[config.mk]
export PLATFORM = sky130hd
export DESIGN_NAME = fifo_sync
export DESIGN_NICKNAME = d
export VERILOG_FILES = /design/src/rtl/fifo_sync.sv
export SDC_FILE = /design/constraint.sdc
export NUM_CORES = 1
export LEC_CHECK = 0
export CAP_MARGIN = 20
export CELL_PAD_IN_SITES_DETAIL_PLACEMENT = 0
export CELL_PAD_IN_SITES_GLOBAL_PLACEMENT = 2
export CORE_ASPECT_RATIO = 2
export CORE_MARGIN = 2
export CORE_UTILIZATION = 45
export CTS_CLUSTER_SIZE = 10
export DETAILED_ROUTE_END_ITERATION = 6
export GPL_ROUTABILITY_DRIVEN = 0
export PLACE_DENSITY_LB_ADDON = 0.1
export SYNTH_ARGS = -nofsm -noshare
export SYNTH_HDL_FRONTEND = slang
export SYNTH_SLANG_ARGS = --single-unit
[constraint.sdc]
create_clock -name clk -period 3.3 [get_ports clk]
set_clock_uncertainty 0.2 [all_clocks]
set_input_delay 0.33 -clock clk [delete_from_list [all_inputs] [get_ports clk]]
set_output_delay 0.33 -clock clk [all_outputs]
set_load 0.01 [all_outputs]
[src/rtl/fifo_sync.sv]
// Single-clock FIFO built on a registered-read RAM, with registered status flags
// and sticky overflow/underflow indicators.
module fifo_sync #(
  parameter int aw         = 4,
  parameter int dw         = 8,
  parameter int afull_lvl  = 12,
  parameter int aempty_lvl = 2
) (
  input  logic          clk,
  input  logic          rst_n,
  input  logic          clr,
  input  logic          push,
  input  logic [dw-1:0] din,
  input  logic          pop,
  output logic [dw-1:0] dout,
  output logic [aw:0]   count,
  output logic          full,
  output logic          empty,
  output logic          afull,
  output logic          aempty,
  output logic          ovf,
  output logic          udf
);

  localparam int          depth     = 1 << aw;
  localparam logic [aw:0] depth_c   = (aw+1)'(depth);
  localparam logic [aw:0] afull_th  = (aw+1)'(afull_lvl);
  localparam logic [aw:0] aempty_th = (aw+1)'(aempty_lvl);
  localparam logic [aw:0] one_c     = (aw+1)'(1);

  logic [dw-1:0] mem [depth];
  logic [aw-1:0] wr_ptr;
  logic [aw-1:0] rd_ptr;

  logic          pop_acc;
  logic          push_acc;
  logic [aw:0]   count_nxt;
  logic          full_nxt;
  logic          empty_nxt;
  logic          afull_nxt;
  logic          aempty_nxt;
  logic          ovf_nxt;
  logic          udf_nxt;

  // A pop frees a slot in the same cycle, so a push into a full FIFO is
  // still accepted when paired with a real pop.
  always_comb begin
    pop_acc    = pop && !empty;
    push_acc   = push && (!full || pop_acc);
    count_nxt  = count;
    ovf_nxt    = ovf || (push && !push_acc);
    udf_nxt    = udf || (pop && empty);
    if (clr) begin
      count_nxt = '0;
      ovf_nxt   = 1'b0;
      udf_nxt   = 1'b0;
    end else begin
      case ({push_acc, pop_acc})
        2'b10:   count_nxt = count + one_c;
        2'b01:   count_nxt = count - one_c;
        default: count_nxt = count;
      endcase
    end
    full_nxt   = (count_nxt == depth_c);
    empty_nxt  = (count_nxt == '0);
    afull_nxt  = (count_nxt >= afull_th);
    aempty_nxt = (count_nxt <= aempty_th);
  end

  // Control state: pointers, occupancy, flags
  always_ff @(posedge clk) begin
    if (!rst_n) begin
      wr_ptr <= '0;
      rd_ptr <= '0;
      count  <= '0;
      full   <= 1'b0;
      empty  <= 1'b1;
      afull  <= 1'b0;
      aempty <= 1'b1;
      ovf    <= 1'b0;
      udf    <= 1'b0;
    end else begin
      if (clr) begin
        wr_ptr <= '0;
        rd_ptr <= '0;
      end else begin
        if (push_acc) wr_ptr <= wr_ptr + 1'b1;
        if (pop_acc)  rd_ptr <= rd_ptr + 1'b1;
      end
      count  <= count_nxt;
      full   <= full_nxt;
      empty  <= empty_nxt;
      afull  <= afull_nxt;
      aempty <= aempty_nxt;
      ovf    <= ovf_nxt;
      udf    <= udf_nxt;
    end
  end

  // Storage array is never reset; writes are blocked during reset and flush
  always_ff @(posedge clk) begin
    if (rst_n && !clr && push_acc) mem[wr_ptr] <= din;
  end

  // Registered read port; holds between accepted pops
  always_ff @(posedge clk) begin
    if (!rst_n) begin
      dout <= '0;
    end else if (!clr && pop_acc) begin
      dout <= mem[rd_ptr];
    end
  end

endmodule

Yosys cells after proc, flatten, opt, wreduce, memory -nomap -nowiden
Memories as Yosys holds them, arrays and structs flattened. A register that Yosys moved wholly into a read port is not among the register bits.
Index checks and enable logic that the tools add are counted.
{"block": "totals", "ff_bits": 19, "ramBits": 128, "in_bits": 13, "out_inout_bits": 19, "word_cells": 41, "mem_count": 1}
{"name": "mem", "words": 16, "word_bits": 8, "read_ports": 1, "rd_ports_with_merged_regs": 1, "wr": 1, "line": "31", "rtl": "logic [dw-1:0] mem [depth];"}
{"block": "op_classes", "add_sub_neg": 4, "magnitude_cmp": 2, "n_eq_ne": 3, "muxes": 4, "n_bitwise": 1, "n_reduce_logical": 17}
{"operator": "one-hot mux 5 bit (2 select lines)", "n": 1}
{"operator": "adder 4 x 1 -> 4 bit (second input constant)", "n": 2}
{"operator": "logical AND 1 bit", "n": 7}
{"operator": "adder 5 x 1 -> 5 bit (second input constant)", "n": 1}
{"operator": "== test 5 bit (second input constant)", "n": 1}
{"operator": ">= comparator 5 x 4 -> 1 bit (second input constant)", "n": 1}
{"operator": "<= comparator 5 x 2 -> 1 bit (second input constant)", "n": 1}
{"operator": "zero test 1 bit", "n": 5}
{"operator": "zero test 5 bit", "n": 1}
{"operator": "2-to-1 mux 5 bit", "n": 1}
{"operator": "subtractor 5 x 1 -> 5 bit (second input constant)", "n": 1}
{"operator": "logical OR 1 bit", "n": 3}
{"operator": "== test 2 x 1 -> 1 bit (second input constant)", "n": 1}
{"operator": "== test 2 bit (second input constant)", "n": 1}
{"operator": "2-to-1 mux 1 bit", "n": 2}
{"operator": "OR reduction 2 bit", "n": 1}
{"operator": "NOT 1 bit", "n": 1}

Depth between registers and ports, before layout
{"block": "depth", "word_depth": 8, "ltp_mapped": 12, "depth_no_buf": 11}

Worst setup path after synthesis
OpenSTA, ideal clock, no wires.
{"block": "synth_timing", "kind": "register to register", "from": "register empty", "to": "register empty", "setup_ns": 0.135, "arrival_time_ns": 2.723, "required_time_ns": 2.965, "setup_slack_ns": 0.242, "path_stages_with_launch": 13, "n_path_buf": 1, "synth_period_minus_slack_ns": 3.058, "cell_sequence": "dfxtp_1 nand2b_1 a21boi_0 inv_1 ha_1 buf_2 xor2_1 ha_1 nor3b_1 o32ai_1 xor2_1 nor2b_1 o31ai_1"}
{"block": "synth_between", "elab_chain_len": 8, "word_cells_on_any_way": 9, "classes_between": "eq/ne: 2; mux: 2; reduce/logical: 5"}
{"element": "start: declaration", "line": "18", "rtl": "output logic empty,"}
{"element": "start signal: assignment", "line": "92", "rtl": "empty <= empty_nxt;"}
{"element": "zero test 1 bit (*)", "line": "48", "rtl": "pop_acc = pop && !empty;"}
{"element": "logical AND 1 bit (*)", "line": "48"}
{"element": "logical OR 1 bit", "line": "49", "rtl": "push_acc = push && (!full || pop_acc);"}
{"element": "logical AND 1 bit", "line": "49"}
{"element": "== test 2 x 1 -> 1 bit or == test 2 bit (tied branches)", "line": "58", "rtl": "case ({push_acc, pop_acc})"}
{"element": "one-hot mux 5 bit (2 select lines) (*)", "line": "58"}
{"element": "2-to-1 mux 5 bit (*)", "line": "53", "rtl": "if (clr) begin"}
{"element": "zero test 5 bit (*)", "line": "65", "rtl": "empty_nxt = (count_nxt == '0);"}
Every way passes the cells marked *; elsewhere a longest branch is shown, timed or not.
A chain may end at the register's enable or synchronous reset.

Worst setup path after layout
Same ends and word-level chain as after synthesis.

==> results.ini <==
[status]
status = finished, final reports clean

[clock_network]
cts_tree = built
post-cts-setup-buffers = 0
htreeDepth = 4
numCtsBuffers = 17
path_clk_slew_ps = 70
cts_resized = 0
root_buffer = clkbuf_16
hold_buffers = 0
clk_path_buf_depth = 2
insertion_delay_ps = 420
cts.sinks = 155

[worst_setup_path]
critical_path_depth = 11
arrival_ps = 2990
end_kind = flop
path_buf_inv = 1
cpMaxStageDelayCell = o32ai_1
crit_path_max_incr_delay_ps = 380
start_kind = flop
required_ps = 3400
cp_max_fo = 4
critPathTopFamily = compound AO/OA/AOI/OAI gates
ff2ff_path_depth = 11
critPathKind = flop to flop
cp_cell_sequence = nand2b_1 -> a21boi_0 -> inv_1 -> ha_1 -> xor2_1 -> ha_1 -> nor3b_1 -> o32ai_1 -> xor2_1 -> nor2b_1 -> o31ai_1

[floorplanning]
pin_count = 32
die_x_um = 87.67
core_area_um2 = 13810
die_area_um2 = 15020
rows = 61
dieHeight_um = 171.3
initial_core_util_pct = 45.61

[drt]
drt_pass1_iterations = 5
drtIter0Drc = 112
ant_nets = 0
vias_per_cell = 5.324
wire_per_inst_um = 20.53
vias = 3274
drc = 0
drt-total-wl_um = 12620

[synthesis]
syn-cell-area_um2 = 6301
syn_nets = 376
ys_ff_latch = 155
synth.most_common_cell = edfxtp_1
synthTopCellsByArea = edfxtp_1 61%, mux4_1 12%, dfxtp_1 8.6%, mux4_2 4.3%, nand2_1 1.8%
synth_top_area_share_pct = 61.00
synthArstFlopShare_pct = 0
synth.yosys.warnings = 0
synth.largest_area_cell = edfxtp_1
synthCells = 355
synth-edff-count = 128
yosysUniqueCellTypes = 41
synthFlopType = edfxtp_1
synth_common_cells = 128 x edfxtp_1, 30 x nand2_1, 28 x mux4_1, 27 x dfxtp_1, 27 x nor2_1
syn_avg_cell_area_um2 = 17.75
synth-seq-area-share_pct = 69.58

[sta]
finalCritPeriodShare_pct = 87.74
min_period_ps = 2896
setup_tns_ps = 0
slew_headroom_pct = 50.11
final-setup-viol-count = 0
maxSlewViolCount = 0
grt_setup_unrepaired = false
tightest_slew_ps = 742.6
fmax_mhz = 345.4
hold_viol = 0

[final_layout]
area_growth_pct = 19.50
n_antenna_cell = 0
seqCellArea_um2 = 4385
layout.nets = 434
drive_gt1_share_pct = 17.84
fillers = 1120
multiInputGateArea_um2 = 1780

[global_routing]
grt_util_all_layers_pct = 18.62
grt_pass1_wl_um = 19700
grt_max_degree = 36
grt_remaining_overflow = 0
grt_pass1_vias = 3409
antenna_found_initial = 0

[pwr]
power.total_mw = 4.154
power_density_nw_per_um2 = 551.7
irDropWorstVdd_uv = 491.3
p_leak_nw = 2.509

[job]
drv_cap = 0

[placement]
portBuffers = 31
dp_hpwl_um = 9075

[min_path]
min_path_cells = 2
holdCritPathClass = flop to flop

-- layout by cell type, fill, tap and decap left out, drive strengths merged, types with 2 or more instances in the layout --
| cell type | Yosys | final |
|---|---|---|
| a21oi | 7 | 7 |
| buf | 10 | 28 |
| clkbuf | 10 | 17 |
| clkdlybuf4s50 | 0 | 31 |
| clkinv | 0 | 3 |
| dfxtp | 27 | 27 |
| edfxtp | 128 | 128 |
| ha | 8 | 8 |
| inv | 6 | 17 |
| mux4 | 40 | 40 |
| nand2 | 30 | 30 |
| nand2b | 5 | 5 |
| nand3 | 2 | 2 |
| nand4 | 2 | 2 |
| nor2 | 27 | 27 |
| nor2b | 4 | 4 |
| nor3 | 7 | 7 |
| nor3b | 2 | 2 |
| o21ai | 11 | 11 |
| o31ai | 3 | 3 |
| xnor2 | 2 | 2 |
| xor2 | 8 | 8 |
-- final cells by class --
cell class	count	area share (%)
Clock buffer	17	5.650
Clock inverter	15	1.944
Inverter	6	0.2991
Multi-Input combinational cell	174	23.65
Sequential cell	155	58.24
Tap cell	189	3.141
Timing Repair Buffer	59	7.079
-- kinds of logic after synthesis --
| logic type | count (synthesis) | share of synthesized area [%] |
|---|---|---|
| muxes | 42 | 16.30 |
| xor gates and xnor gates | 10 | 1.390 |
| buffers and inverters | 26 | 2.164 |
| adders and majority gates | 8 | 1.589 |
| DFF | 155 | 69.58 |
| and+or+nand+nor | 84 | 5.997 |
| AOI/OAI and AO/OA | 30 | 2.979 |
-- per-layer routing --
layer  GRT usage [%]  part of all wire [%]
met5               0                     0
met4           6.756                   1.8
met3           3.887                   1.9
met2           36.00                    61
met1           18.89                    35
-- worst min-delay path, delay by kind of cell, from the launching register on --
kind | cells | cell delay [ps]
AOI/OAI and AO/OA | 1 | 50
and+or+nand+nor | 1 | 50
DFF | 1 | 310
-- power by group --
part | leakage [nW] | total (mW) | switching, mW | internal [mW]
sequential | 1.37 | 2.14 | 0.0123 | 2.13
clock | 0.282 | 1.87 | 0.865 | 1.01
combinational | 0.857 | 0.144 | 0.0754 | 0.0684
-- through the flow --
stage,instance area (um^2),hold WS [ps],util [%],setup slack [ps],cells
after CTS,7530,257.6,54.51,359.1,615
after detailed placement,6958,247.6,50.37,10.65,583
after global placement,6958,243.3,50.37,34.10,583
final,7530,251.0,54.51,404.4,615
after floorplan,6301,228.9,-,241.5,355
after global routing,7530,276.1,54.51,161.0,615
-- registers in the layout (all words and copies together), names as in the netlist --
register,count
wr_ptr,4
mem,128
rd_ptr,4
count,5
empty,1
aempty,1
full,1
udf,1
afull,1
ovf,1
dout,8
-- worst paths after layout --
path / from / endpoint / slack [ps]
setup / recovery: empty / empty / 400
setup reg to reg: empty / empty / 400
hold / removal: dout[1] / dout[1] / 250
hold reg to reg: dout[1] / dout[1] / 250
(Power assumes the default switching activity.)
